<file path="config.mk">
export PLATFORM = sky130hd
export DESIGN_NAME = div_arbiter
export DESIGN_NICKNAME = d
export VERILOG_FILES = /design/src/rtl/phi_pkg.sv /design/src/rtl/rr_picker.sv /design/src/rtl/div_arbiter.sv
export SDC_FILE = /design/constraint.sdc
export NUM_CORES = 1
export LEC_CHECK = 0
export CORE_AREA = 3 3 352 354
export CTS_CLUSTER_SIZE = 16
export DETAILED_ROUTE_END_ITERATION = 6
export DIE_AREA = 0 0 355 357
export SETUP_SLACK_MARGIN = 0.1
export SLEW_MARGIN = 20
export SYNTH_ARGS = -nofsm -noshare
export SYNTH_HDL_FRONTEND = slang
export SYNTH_HIERARCHICAL = 1
export SYNTH_SLANG_ARGS = --single-unit
export TNS_END_PERCENT = 30
</file>
<file path="constraint.sdc">
create_clock -name clk_in -period 13.9 [get_ports clk_in]
set_clock_uncertainty 0.15 [all_clocks]
set_input_delay 4.17 -clock clk_in [delete_from_list [all_inputs] [get_ports clk_in]]
set_output_delay 4.17 -clock clk_in [all_outputs]
set_load 0.05 [all_outputs]
</file>
<file path="src/rtl/phi_pkg.sv">
// ============================================================================
// Module  : phi_pkg
// Purpose : Shared types and defaults for the divider arbitration slice.
// Rev     : 1.0  initial release
// ============================================================================
`default_nettype none

package phi_pkg;

  localparam int DIV_LATENCY_DEFAULT = 65;
  localparam int DIV_WIDTH           = 64;

  typedef enum logic [1:0] {
    IDLE    = 2'd0,
    ISSUE   = 2'd1,
    WAIT    = 2'd2,
    RESPOND = 2'd3
  } arb_state_t;

endpackage

`default_nettype wire

</file>
<file path="src/rtl/rr_picker.sv">
// ============================================================================
// Module  : rr_picker
// Purpose : Combinational round-robin pick, searching from last_grant+1 with wrap.
// Rev     : 1.0  initial release
// ============================================================================
`default_nettype none

module rr_picker #(
  parameter int NUM_REQ = 4,
  parameter int IDX_W   = $clog2(NUM_REQ)
) (
  input  logic [NUM_REQ-1:0] req_in,
  input  logic [IDX_W-1:0]   last_grant_in,
  output logic [NUM_REQ-1:0] grant_out,
  output logic [IDX_W-1:0]   grant_idx_out,
  output logic               any_out
);

  always_comb begin
    int         c;
    logic       found;
    logic [IDX_W-1:0] pos;
    grant_out     = '0;
    grant_idx_out = '0;
    found         = 1'b0;
    c             = 0;
    pos           = '0;
    for (int off = 1; off <= NUM_REQ; off++) begin
      c = int'(last_grant_in) + off;
      if (c >= NUM_REQ) c = c - NUM_REQ;
      pos = IDX_W'(c);
      if (!found && req_in[pos]) begin
        found          = 1'b1;
        grant_out[pos] = 1'b1;
        grant_idx_out  = pos;
      end
    end
    any_out = found;
  end

endmodule

`default_nettype wire

</file>
<file path="src/rtl/div_arbiter.sv">
// ============================================================================
// Module  : div_arbiter
// Purpose : Round-robin share of one fixed-latency divider among NUM_REQ users.
//           Optional macro DIV_ARB_ZERO_GUARD_EN short-circuits divisor==0.
// Rev     : 1.0  initial release
// ============================================================================
`default_nettype none

module div_arbiter
  import phi_pkg::*;
#(
  parameter int NUM_REQ     = 4,
  parameter int WIDTH       = DIV_WIDTH,
  parameter int DIV_LATENCY = DIV_LATENCY_DEFAULT
) (
  input  logic                     clk_in,
  input  logic                     rst_in,
  input  logic [NUM_REQ-1:0]       req_valid_in,
  output logic [NUM_REQ-1:0]       req_ready_out,
  input  logic [NUM_REQ*WIDTH-1:0] req_dividend_in,
  input  logic [NUM_REQ*WIDTH-1:0] req_divisor_in,
  output logic [NUM_REQ-1:0]       resp_valid_out,
  output logic [WIDTH-1:0]         resp_quotient_out,
  output logic [WIDTH-1:0]         resp_remainder_out,
  output logic [WIDTH-1:0]         div_dividend_out,
  output logic [WIDTH-1:0]         div_divisor_out,
  output logic                     div_valid_out,
  input  logic [WIDTH-1:0]         div_quotient_in,
  input  logic [WIDTH-1:0]         div_remainder_in,
  output logic                     busy_out
);

  localparam int IDX_W = $clog2(NUM_REQ);
  localparam int CNT_W = $clog2(DIV_LATENCY + 1);
  localparam logic [CNT_W-1:0] CNT_LOAD = CNT_W'(DIV_LATENCY - 1);

  arb_state_t       r_state;
  logic [IDX_W-1:0] r_last_grant;
  logic [IDX_W-1:0] r_owner;
  logic [CNT_W-1:0] r_cnt;
  logic [WIDTH-1:0] r_div_dividend;
  logic [WIDTH-1:0] r_div_divisor;
  logic [WIDTH-1:0] r_resp_q;
  logic [WIDTH-1:0] r_resp_r;

  logic [NUM_REQ-1:0] w_grant;
  logic [IDX_W-1:0]   w_idx;
  logic               w_any;
  logic [WIDTH-1:0]   w_sel_dividend;
  logic [WIDTH-1:0]   w_sel_divisor;
  logic               w_zero_div;

  rr_picker #(
    .NUM_REQ (NUM_REQ),
    .IDX_W   (IDX_W)
  ) u_rr_picker (
    .req_in        (req_valid_in),
    .last_grant_in (r_last_grant),
    .grant_out     (w_grant),
    .grant_idx_out (w_idx),
    .any_out       (w_any)
  );

  assign w_sel_dividend = req_dividend_in[w_idx*WIDTH +: WIDTH];
  assign w_sel_divisor  = req_divisor_in[w_idx*WIDTH +: WIDTH];

`ifdef DIV_ARB_ZERO_GUARD_EN
  assign w_zero_div = (w_sel_divisor == '0);
`else
  assign w_zero_div = 1'b0;
`endif

  // Ready is gated by reset so every output reads zero while rst_in is held.
  assign req_ready_out      = (r_state == IDLE && !rst_in) ? w_grant : '0;
  assign resp_valid_out     = (r_state == RESPOND) ? (NUM_REQ'(1) << r_owner) : '0;
  assign resp_quotient_out  = r_resp_q;
  assign resp_remainder_out = r_resp_r;
  assign div_dividend_out   = r_div_dividend;
  assign div_divisor_out    = r_div_divisor;
  assign div_valid_out      = (r_state == ISSUE);
  assign busy_out           = (r_state != IDLE);

  always_ff @(posedge clk_in or posedge rst_in) begin
    if (rst_in) begin
      r_state        <= IDLE;
      r_last_grant   <= IDX_W'(NUM_REQ - 1);
      r_owner        <= '0;
      r_cnt          <= '0;
      r_div_dividend <= '0;
      r_div_divisor  <= '0;
      r_resp_q       <= '0;
      r_resp_r       <= '0;
    end else begin
      case (r_state)
        IDLE: begin
          if (w_any) begin
            r_owner        <= w_idx;
            r_last_grant   <= w_idx;
            r_div_dividend <= w_sel_dividend;
            r_div_divisor  <= w_sel_divisor;
            if (w_zero_div) begin
              r_resp_q <= '1;
              r_resp_r <= w_sel_dividend;
              r_state  <= RESPOND;
            end else begin
              r_state  <= ISSUE;
            end
          end
        end
        ISSUE: begin
          r_cnt   <= CNT_LOAD;
          r_state <= WAIT;
        end
        WAIT: begin
          // Counter reaches zero in the cycle the divider result is valid.
          if (r_cnt == '0) begin
            r_resp_q <= div_quotient_in;
            r_resp_r <= div_remainder_in;
            r_state  <= RESPOND;
          end else begin
            r_cnt <= r_cnt - 1'b1;
          end
        end
        RESPOND: r_state <= IDLE;
        default: r_state <= IDLE;
      endcase
    end
  end

endmodule

`default_nettype wire
</file>
; ---- Yosys cells after proc, flatten, opt, wreduce, memory -nomap -nowiden
; Cells that the tools add are included.
[word_totals]
ram_bits = 0
mem_count = 0
regBits = 269
latchBits = 0
in_bits = 646
output_inout_bits = 266
mem_bits_ro = 0
[classes]
eq_ne = 6
mul = 0
order_cmp = 12
n_bitwise = 3
n_addsub = 9
div = 0
shift = 3
n_mux = 39
reduce_logical = 20
[op_table]
columns = op, count
row1 = $shiftx 256x9->64, 2
row2 = $mux 4, 6
row3 = $mux 2, 10
row4 = $pmux 7 s2, 1
row5 = $lt 2x3->1 const B, 4
row6 = $mux 1, 12
row7 = $or 4x4->4, 3
row8 = $ge 3x3->1 const B, 3
row9 = $bmux 1 s2, 4
row10 = $demux 1 s2, 4
row11 = $ge 2x1->1 const B, 4
row12 = $logic_and 1x1->1, 8
row13 = $pmux 2 s4, 1
row14 = $reduce_and 2->1, 4
row15 = $sub 2x1->2 const B, 4
row16 = $logic_not 7->1, 1
row17 = $mux 7, 1
row18 = $sub 7x1->7 const B, 1
row19 = $add 2x2->3 const B, 2
row20 = $add 2x3->4 const B, 1
row21 = $eq 2x2->1 const B, 2
row22 = $ge 4x3->1 const B, 1
row23 = $logic_not 1->1, 4
row24 = $ne 2x2->1 const B, 2
row25 = 6 further kinds, 7

; ---- Depth between registers and ports, before layout
; Gate-level depths: netlist of the first run.
[depth]
depth_word = 17
ltp_mapped = 12
ltp_nobuf = 8

; ---- Cells and area by module
; Netlist of the first run, hierarchy kept.
[modules_own_cells]
columns = mod, instances, area_each_um2, seq_area_each_um2, cells_each
row1 = div_arbiter, 1, 13191.4, 6734.0, 783
row2 = rr_picker, 1, 525.5, 0.0, 68

; ---- Worst setup path after synthesis of the first run
; OpenSTA, ideal clock, no wires.
[synth_timing]
path_type = in2out
startpoint = input port rst_in
endpoint = output port req_ready_out[0]
path_slack_ns = -1.226
arrival_time_ns = 10.806
path_buffers = 0
cell_stages = 2
path_cell_list = inv_1 and3_1
[synth_between]
elab_chain_len = 3
[synth_rtl]
columns = element, line
row1 = start: declaration, div_arbiter.sv:17  ; input logic rst_in,
row2 = $logic_not 1->1 (no line), --
row3 = $logic_and 1x1->1, div_arbiter.sv:74  ; assign req_ready_out = (r_state == IDLE && !rst_in) ? w_grant : '0;
row4 = $mux 4, div_arbiter.sv:74
row5 = end: declaration, div_arbiter.sv:19  ; output logic [NUM_REQ-1:0] req_ready_out,
; No other way between the ends.

; ---- Worst setup path in the final report of the first run
[layout_timing]
startpoint = input port req_valid_in[2]
endpoint = output port req_ready_out[0]
[layout_between]
elab_chain_len = 13
[layout_rtl]
columns = element, line
row1 = start: declaration, div_arbiter.sv:18  ; input logic [NUM_REQ-1:0] req_valid_in,
row2 = $bmux 1 s2, rr_picker.sv:32  ; if (!found && req_in[pos]) begin
row3 = $mux 1 (implied by the code), rr_picker.sv:32
row4 = $mux 1, rr_picker.sv:32
row5 = $logic_not 1->1, rr_picker.sv:32
row6 = $logic_and 1x1->1, rr_picker.sv:32
row7 = $mux 1, rr_picker.sv:32
row8 = $logic_not 1->1, rr_picker.sv:32
row9 = $logic_and 1x1->1, rr_picker.sv:32
row10 = $mux 1, rr_picker.sv:32
row11 = $logic_not 1->1, rr_picker.sv:32
row12 = $logic_and 1x1->1, rr_picker.sv:32
row13 = $mux 4 (*), rr_picker.sv:32
row14 = via w_grant[0], div_arbiter.sv:46  ; logic [NUM_REQ-1:0] w_grant;
row15 = $mux 4 (*), div_arbiter.sv:74
; The timed path passes the listed nets; every way through them passes the cells marked *. The select of a mux whose other input is x is not followed.

==> flow_metrics.py, run 1 <==
metrics = {
    "cts": {
        "clk_pin_slew_ns": 0.05,
        "cts_tree": "yes",
        "cts_setup_buffers": 0,
        "ctsHoldBuffers": 0,
        "cts-buffers-inserted": 36,
        "ctsResizeCount": 0,
        "clock_latency_ns": 0.55,
        "clock_sinks": 269,
        "clk_path_buf_depth": 3,
        "cts-root-buf": "clkbuf_16",
        "cts_max_level": 2,
    },
    "hold_path": {
        "hold_class": "reg2reg",
        "holdPathEnd": "div_divisor_out[6]$_DFFE_PP0P_",
        "worstHoldStart": "div_divisor_out[6]$_DFFE_PP0P_",
        "whs_path_depth": 1,
    },
    "critical_path": {
        "endpoint_kind": "primary output",
        "start_kind": "primary input",
        "crit_start": "req_valid_in[2]",
        "worstSetupPathType": "in2out",
        "crit_fanout": 10,
        "arrival_ns": 7.00,
        "reg2reg_to": "div_divisor_out[40]$_DFFE_PP0P_",
        "reg2regPathDepth": 9,
        "cp.required_ns": 9.58,
        "rrSetupSlack_ns": 9.22,
        "worst_r2r_startpoint": "r_last_grant[0]$_DFFE_PP1P_",
    },
    "yosys": {
        "yosysUniqueCellTypes": 51,
        "synth-xor-area-share_pct": 0,
        "postSynthCellCount": 851,
        "synthAdderAreaFrac_pct": 1.28,
        "synth_compound_area_share_pct": 2.15,
        "synth_top_family_by_area": "multiplexers",
        "yosys.area_share.simple_pct": 2.38,
        "synth_seq_cells": 269,
        "syn_area_um2": 13700,
        "muxShareOfSynthArea_pct": 42.6,
        "syn_nets": 1511,
        "synthArstFlopShare_pct": 100,
        "yosysSeqAreaShare_pct": 49.1,
        "syn_avg_cell_area_um2": 16.1,
        "ys_warn_count": 6,
        "ys_dominant_reg_cell": "dfrtp_1",
        "synth_edf_count": 0,
    },
    "sta": {
        "final_max_slew_viol_count": 0,
        "rsz0062_at_grt": "no",
        "setup_viol": 0,
        "slew_headroom_pct": 25.1,
        "fmax_ghz": 0.0883,
        "fin_setup_tns_ns": 0,
        "finalHoldViolations": 0,
        "hold_ws_ns": 0.351,
        "period_minus_slack_ns": 11.32,
        "tightest_slew_ns": 1.12,
        "post-route-period-util_pct": 81.5,
    },
    "finish": {
        "area_delta_synth_final_pct": 89.0,
        "fill_cells": 13000,
        "final_common_cell": "clkdlybuf4s50_1",
        "fin_nets": 2410,
        "drive_gt1_share_pct": 26.7,
        "final_cell_mix": "909 x clkdlybuf4s50_1, 267 x dfrtp_1, 256 x mux2_2, 129 x mux4_2, 36 x clkbuf_16",
    },
    "pwr": {
        "finalPower_w": 0.00689,
        "power_density_nw_per_um2": 266,
        "power.leakage_nw": 9.69,
        "peakVddDrop_mv": 0.140,
    },
    "placement": {
        "port-buffer-count": 911,
        "routabilityCongestion": 0.876,
        "hpwl_um": 60000,
    },
    "global_routing": {
        "grt_pass1_vias": 12500,
        "grt.total_usage_pct": 10.9,
        "antenna_found_initial": 16,
        "grt_max_degree": 107,
        "grt-ovfl-total": 0,
        "grt_first_pass_wirelength_um": 97900,
    },
    "routing": {
        "drt_pre_antenna_iters": 4,
        "vias": 11700,
        "maxUsedRoutingLayer": "met5",
        "route.antenna.remaining_nets": 0,
        "drt_iter0_markers": 640,
        "met1_length_um": 27200,
        "dr_wl_met2_um": 33700,
        "wl_met3_um": 9830,
        "wl_um": 73200,
        "vias_per_cell": 3.43,
        "wl_per_cell_um": 21.5,
        "drc": 0,
    },
    "die": {
        "initial_utilization_pct": 11.3,
        "fp.dieArea_um2": 127000,
        "ios": 912,
        "dieHeight_um": 357,
        "coreArea_um2": 121000,
        "dieWidth_um": 355,
        "rows": 128,
    },
    "status": {
        "outcome": "completed",
    },
    "job": {
        "cap_violations": 0,
    },
}
## cell usage after synthesis (all sizes together) (2+ instances only)
cell | count | area [um2]
a21oi | 11 | 70.1
buf | 43 | 228
mux4 | 129 | 2910
a211oi | 2 | 27.5
inv | 12 | 45.0
ha | 14 | 175
nand3 | 4 | 20.0
a21boi | 2 | 15.0
mux2i | 3 | 42.5
a221oi | 2 | 23.8
a31oi | 4 | 25.0
nand2 | 29 | 109
o21ai | 8 | 40.0
dfrtp | 267 | 6680
clkbuf | 19 | 71.3
mux2 | 257 | 2890
nor3b | 2 | 15.0
o22ai | 2 | 18.8
nor3 | 2 | 10.0
and3 | 5 | 31.3
dfstp | 2 | 52.6
nor2 | 13 | 51.3
or3b | 2 | 20.0
a221o | 4 | 40.0
## cells by family (layout without fill, tap and decap cells)
group / after synthesis / count (layout)
other: 0 / 5
DFF: 269 / 269
buffers and inverters: 74 / 996
muxes: 389 / 389
and+or+nand+nor: 66 / 66
adders and majority gates: 14 / 14
AOI/OAI and AO/OA: 39 / 39
## area by class of cell
type / instances / area [um2] / area share [%]
multi-input combinational: 508 / 6660 / 25.7
clock inverter: 14 / 170 / 0.656
clock buffer: 47 / 1020 / 3.94
inverter: 12 / 48.8 / 0.188
tap: 1625 / 2030 / 7.84
sequential: 269 / 6730 / 26.0
antenna: 5 / 12.5 / 0.0483
timing repair buffer: 923 / 9240 / 35.6
## sequential cells by signal (all words and copies together), names as in the netlist
register / count
r_last_grant: 2
r_cnt: 7
div_dividend_out: 64
resp_quotient_out: 64
div_divisor_out: 64
r_owner: 2
resp_remainder_out: 64
r_state: 2
## through the flow
stage                     util, %  cell area (um2)  cells  setup WS [ns]
after floorplan                 -            13700    851          0.463
after detailed placement     20.4            24700   3337           2.60
after CTS                    21.3            25900   3398           2.61
after global routing         21.3            25900   3400           2.48
final                        21.4            25900   3403           2.58
after global placement       20.4            24700   3337           2.61
## how the worst max path moves through the flow
| stage | to | slack (ns) |
|---|---|---|
| detailed placement | req_ready_out[0] | 2.60 |
| global placement | req_ready_out[0] | 2.61 |
| finish | req_ready_out[0] | 2.58 |
| floorplan | req_ready_out[0] | 0.46 |
| global route | req_ready_out[0] | 2.48 |
| CTS | req_ready_out[0] | 2.61 |
## worst max-delay path: stages
cell and delay, ns:
clkdlybuf4s50_1 0.68, or3b_1 0.38, o21ai_1 0.10, a21oi_1 0.10, o22ai_2 0.31, a221o_1 0.20
and3_1 0.23, clkdlybuf4s50_1 0.83
## power by group
| part | switching (W) | internal (W) |
|---|---|---|
| combinational | 0.00259 | 0.00186 |
| clock | 0.000388 | 0.000574 |
| sequential | 0.000273 | 0.00120 |
| total | 0.00326 | 0.00364 |
## metal layers
layer,GRT usage [%],up-vias
li1,-,5087
met1,12.6,5900
met2,17.0,576
met3,5.95,91
met4,3.84,14
met5,0,-
Power figures use the tool's default switching activity.
==> inputs of run 2 (changes only) <==
- clock period: 13.9 -> 10.6 ns (I/O delays scaled with it)
==> flow_metrics.py, run 2 (same netlist as run 1, synthesis figures left out) <==
metrics = {
    "finish": {
        "final_util_pct": 21.5,
        "final_cell_mix": "910 x clkdlybuf4s50_1, 267 x dfrtp_1, 256 x mux2_2, 129 x mux4_2, 39 x clkbuf_16",
        "area_delta_synth_final_pct": 90.2,
        "final_common_cell": "clkdlybuf4s50_1",
        "drive_gt1_share_pct": 26.9,
        "fin_area_um2": 26100,
        "fin_nets": 2410,
    },
    "critical_path": {
        "start_kind": "primary input",
        "cp.required_ns": 7.27,
        "cp_cell_sequence": "clkdlybuf4s50_1 -> or3b_1 -> o21ai_1 -> a21oi_1 -> o22ai_2 -> a221o_1 -> and3_1 -> clkdlybuf4s50_1",
        "crit_slowest_cell": "clkdlybuf4s50_1",
        "worstSetupPathType": "in2out",
        "crit_top_cell": "clkdlybuf4s50_1",
        "cpPeakStageDelay_ns": 0.83,
        "endpoint_kind": "primary output",
        "arrival_ns": 5.97,
        "crit_fanout": 10,
    },
    "global_routing": {
        "grt_pass1_vias": 12400,
        "grt-ovfl-total": 0,
        "grt.total_usage_pct": 11.1,
        "grt_max_degree": 134,
        "antenna_found_initial": 21,
        "grt_first_pass_wirelength_um": 99600,
    },
    "pwr": {
        "power.leakage_nw": 9.75,
        "peakVddDrop_mv": 0.272,
        "power_density_nw_per_um2": 351,
        "finalPower_w": 0.00915,
    },
    "placement": {
        "place_area_um2": 24700,
        "routabilityCongestion": 0.853,
        "port-buffer-count": 911,
        "hpwl_um": 60900,
        "dp_slack_ns": 1.35,
    },
    "job": {
        "cap_violations": 0,
    },
    "routing": {
        "drt_iter0_markers": 555,
        "wl_per_cell_um": 21.8,
        "dr_wl_met2_um": 34400,
        "wl_um": 74400,
        "vias": 11800,
        "wl_met3_um": 9490,
        "met1_length_um": 28500,
        "drt_pre_antenna_iters": 5,
        "route.antenna.remaining_nets": 0,
        "maxUsedRoutingLayer": "met5",
        "drc": 0,
        "vias_per_cell": 3.46,
    },
    "die": {
        "coreArea_um2": 121000,
        "rows": 128,
        "ios": 912,
        "dieWidth_um": 355,
        "fp.dieArea_um2": 127000,
        "initial_utilization_pct": 11.3,
        "dieHeight_um": 357,
    },
    "sta": {
        "slew_headroom_pct": 30.3,
        "setup_viol": 0,
        "fin_setup_tns_ns": 0,
        "period_minus_slack_ns": 9.30,
        "post-route-period-util_pct": 87.8,
        "tightest_slew_ns": 1.04,
        "finalHoldViolations": 0,
        "fin_ws_ns": 1.30,
        "rsz0062_at_grt": "no",
        "final_max_slew_viol_count": 0,
        "fmax_ghz": 0.107,
    },
    "cts": {
        "cts-root-buf": "clkbuf_16",
        "clock_sinks": 269,
        "clk_path_buf_depth": 3,
        "clk_pin_slew_ns": 0.06,
        "ctsHoldBuffers": 0,
        "cts-buffers-inserted": 39,
        "cts_tree": "yes",
        "cts_setup_buffers": 0,
        "clock_latency_ns": 0.57,
        "cts_max_level": 2,
        "ctsResizeCount": 0,
    },
    "status": {
        "outcome": "completed",
    },
    "hold_path": {
        "hold_class": "reg2reg",
    },
}
run 2: report_power, final:
group          switching, W  internal (W)
clock              0.000542      0.000836
sequential         0.000364       0.00158
combinational       0.00340       0.00244
total               0.00430       0.00485
run 2: final timing paths:
check	from	end	slack, ns	depth (start not counted)
setup / recovery	req_valid_in[2]	req_ready_out[3]	1.30	8
hold / removal	r_cnt[0]$_DFFE_PP0P_	r_cnt[0]$_DFFE_PP0P_	0.35	1
setup reg to reg	r_last_grant[0]$_DFFE_PP1P_	div_divisor_out[46]$_DFFE_PP0P_	6.31	8
hold reg to reg	r_cnt[0]$_DFFE_PP0P_	r_cnt[0]$_DFFE_PP0P_	0.35	1
max in group asynchronous	rst_in	div_divisor_out[38]$_DFFE_PP0P_	5.19	5
min in group asynchronous	rst_in	div_divisor_out[0]$_DFFE_PP0P_	2.76	2
run 2: worst max-delay path, delay by kind of cell:
family,cells,cell delay [ns]
AO/OA/AOI/OAI,4,0.72
buffers and inverters,2,1.52
AND/OR/NAND/NOR,2,0.56
run 2: layout make-up:
cell class | instances | area [um2]
inverters | 12 | 48.8
well taps | 1625 | 2030
clock inverters | 19 | 256
multi-input cells | 508 | 6660
fillers | 13000 | 95300
repair buffers | 920 | 9230
diodes | 7 | 17.5
clock buffers | 50 | 1100
flip-flops and latches | 269 | 6730
run 2: per-stage QoR:
| step | std cells | hold slack, ns |
|---|---|---|
| final | 3410 | 0.346 |
| after global routing | 3404 | 0.359 |
| after floorplan | 851 | 0.306 |
| after detailed placement | 3334 | 0.341 |
| after CTS | 3403 | 0.349 |
| after global placement | 3334 | 0.334 |
run 2: layer usage:
| metal | GRT usage (%) | up-vias |
|---|---|---|
| met4 | 2.89 | 14 |
| met3 | 6.05 | 95 |
| met5 | 0 | - |
| met1 | 13.1 | 5976 |
| li1 | - | 5090 |
| met2 | 17.7 | 617 |
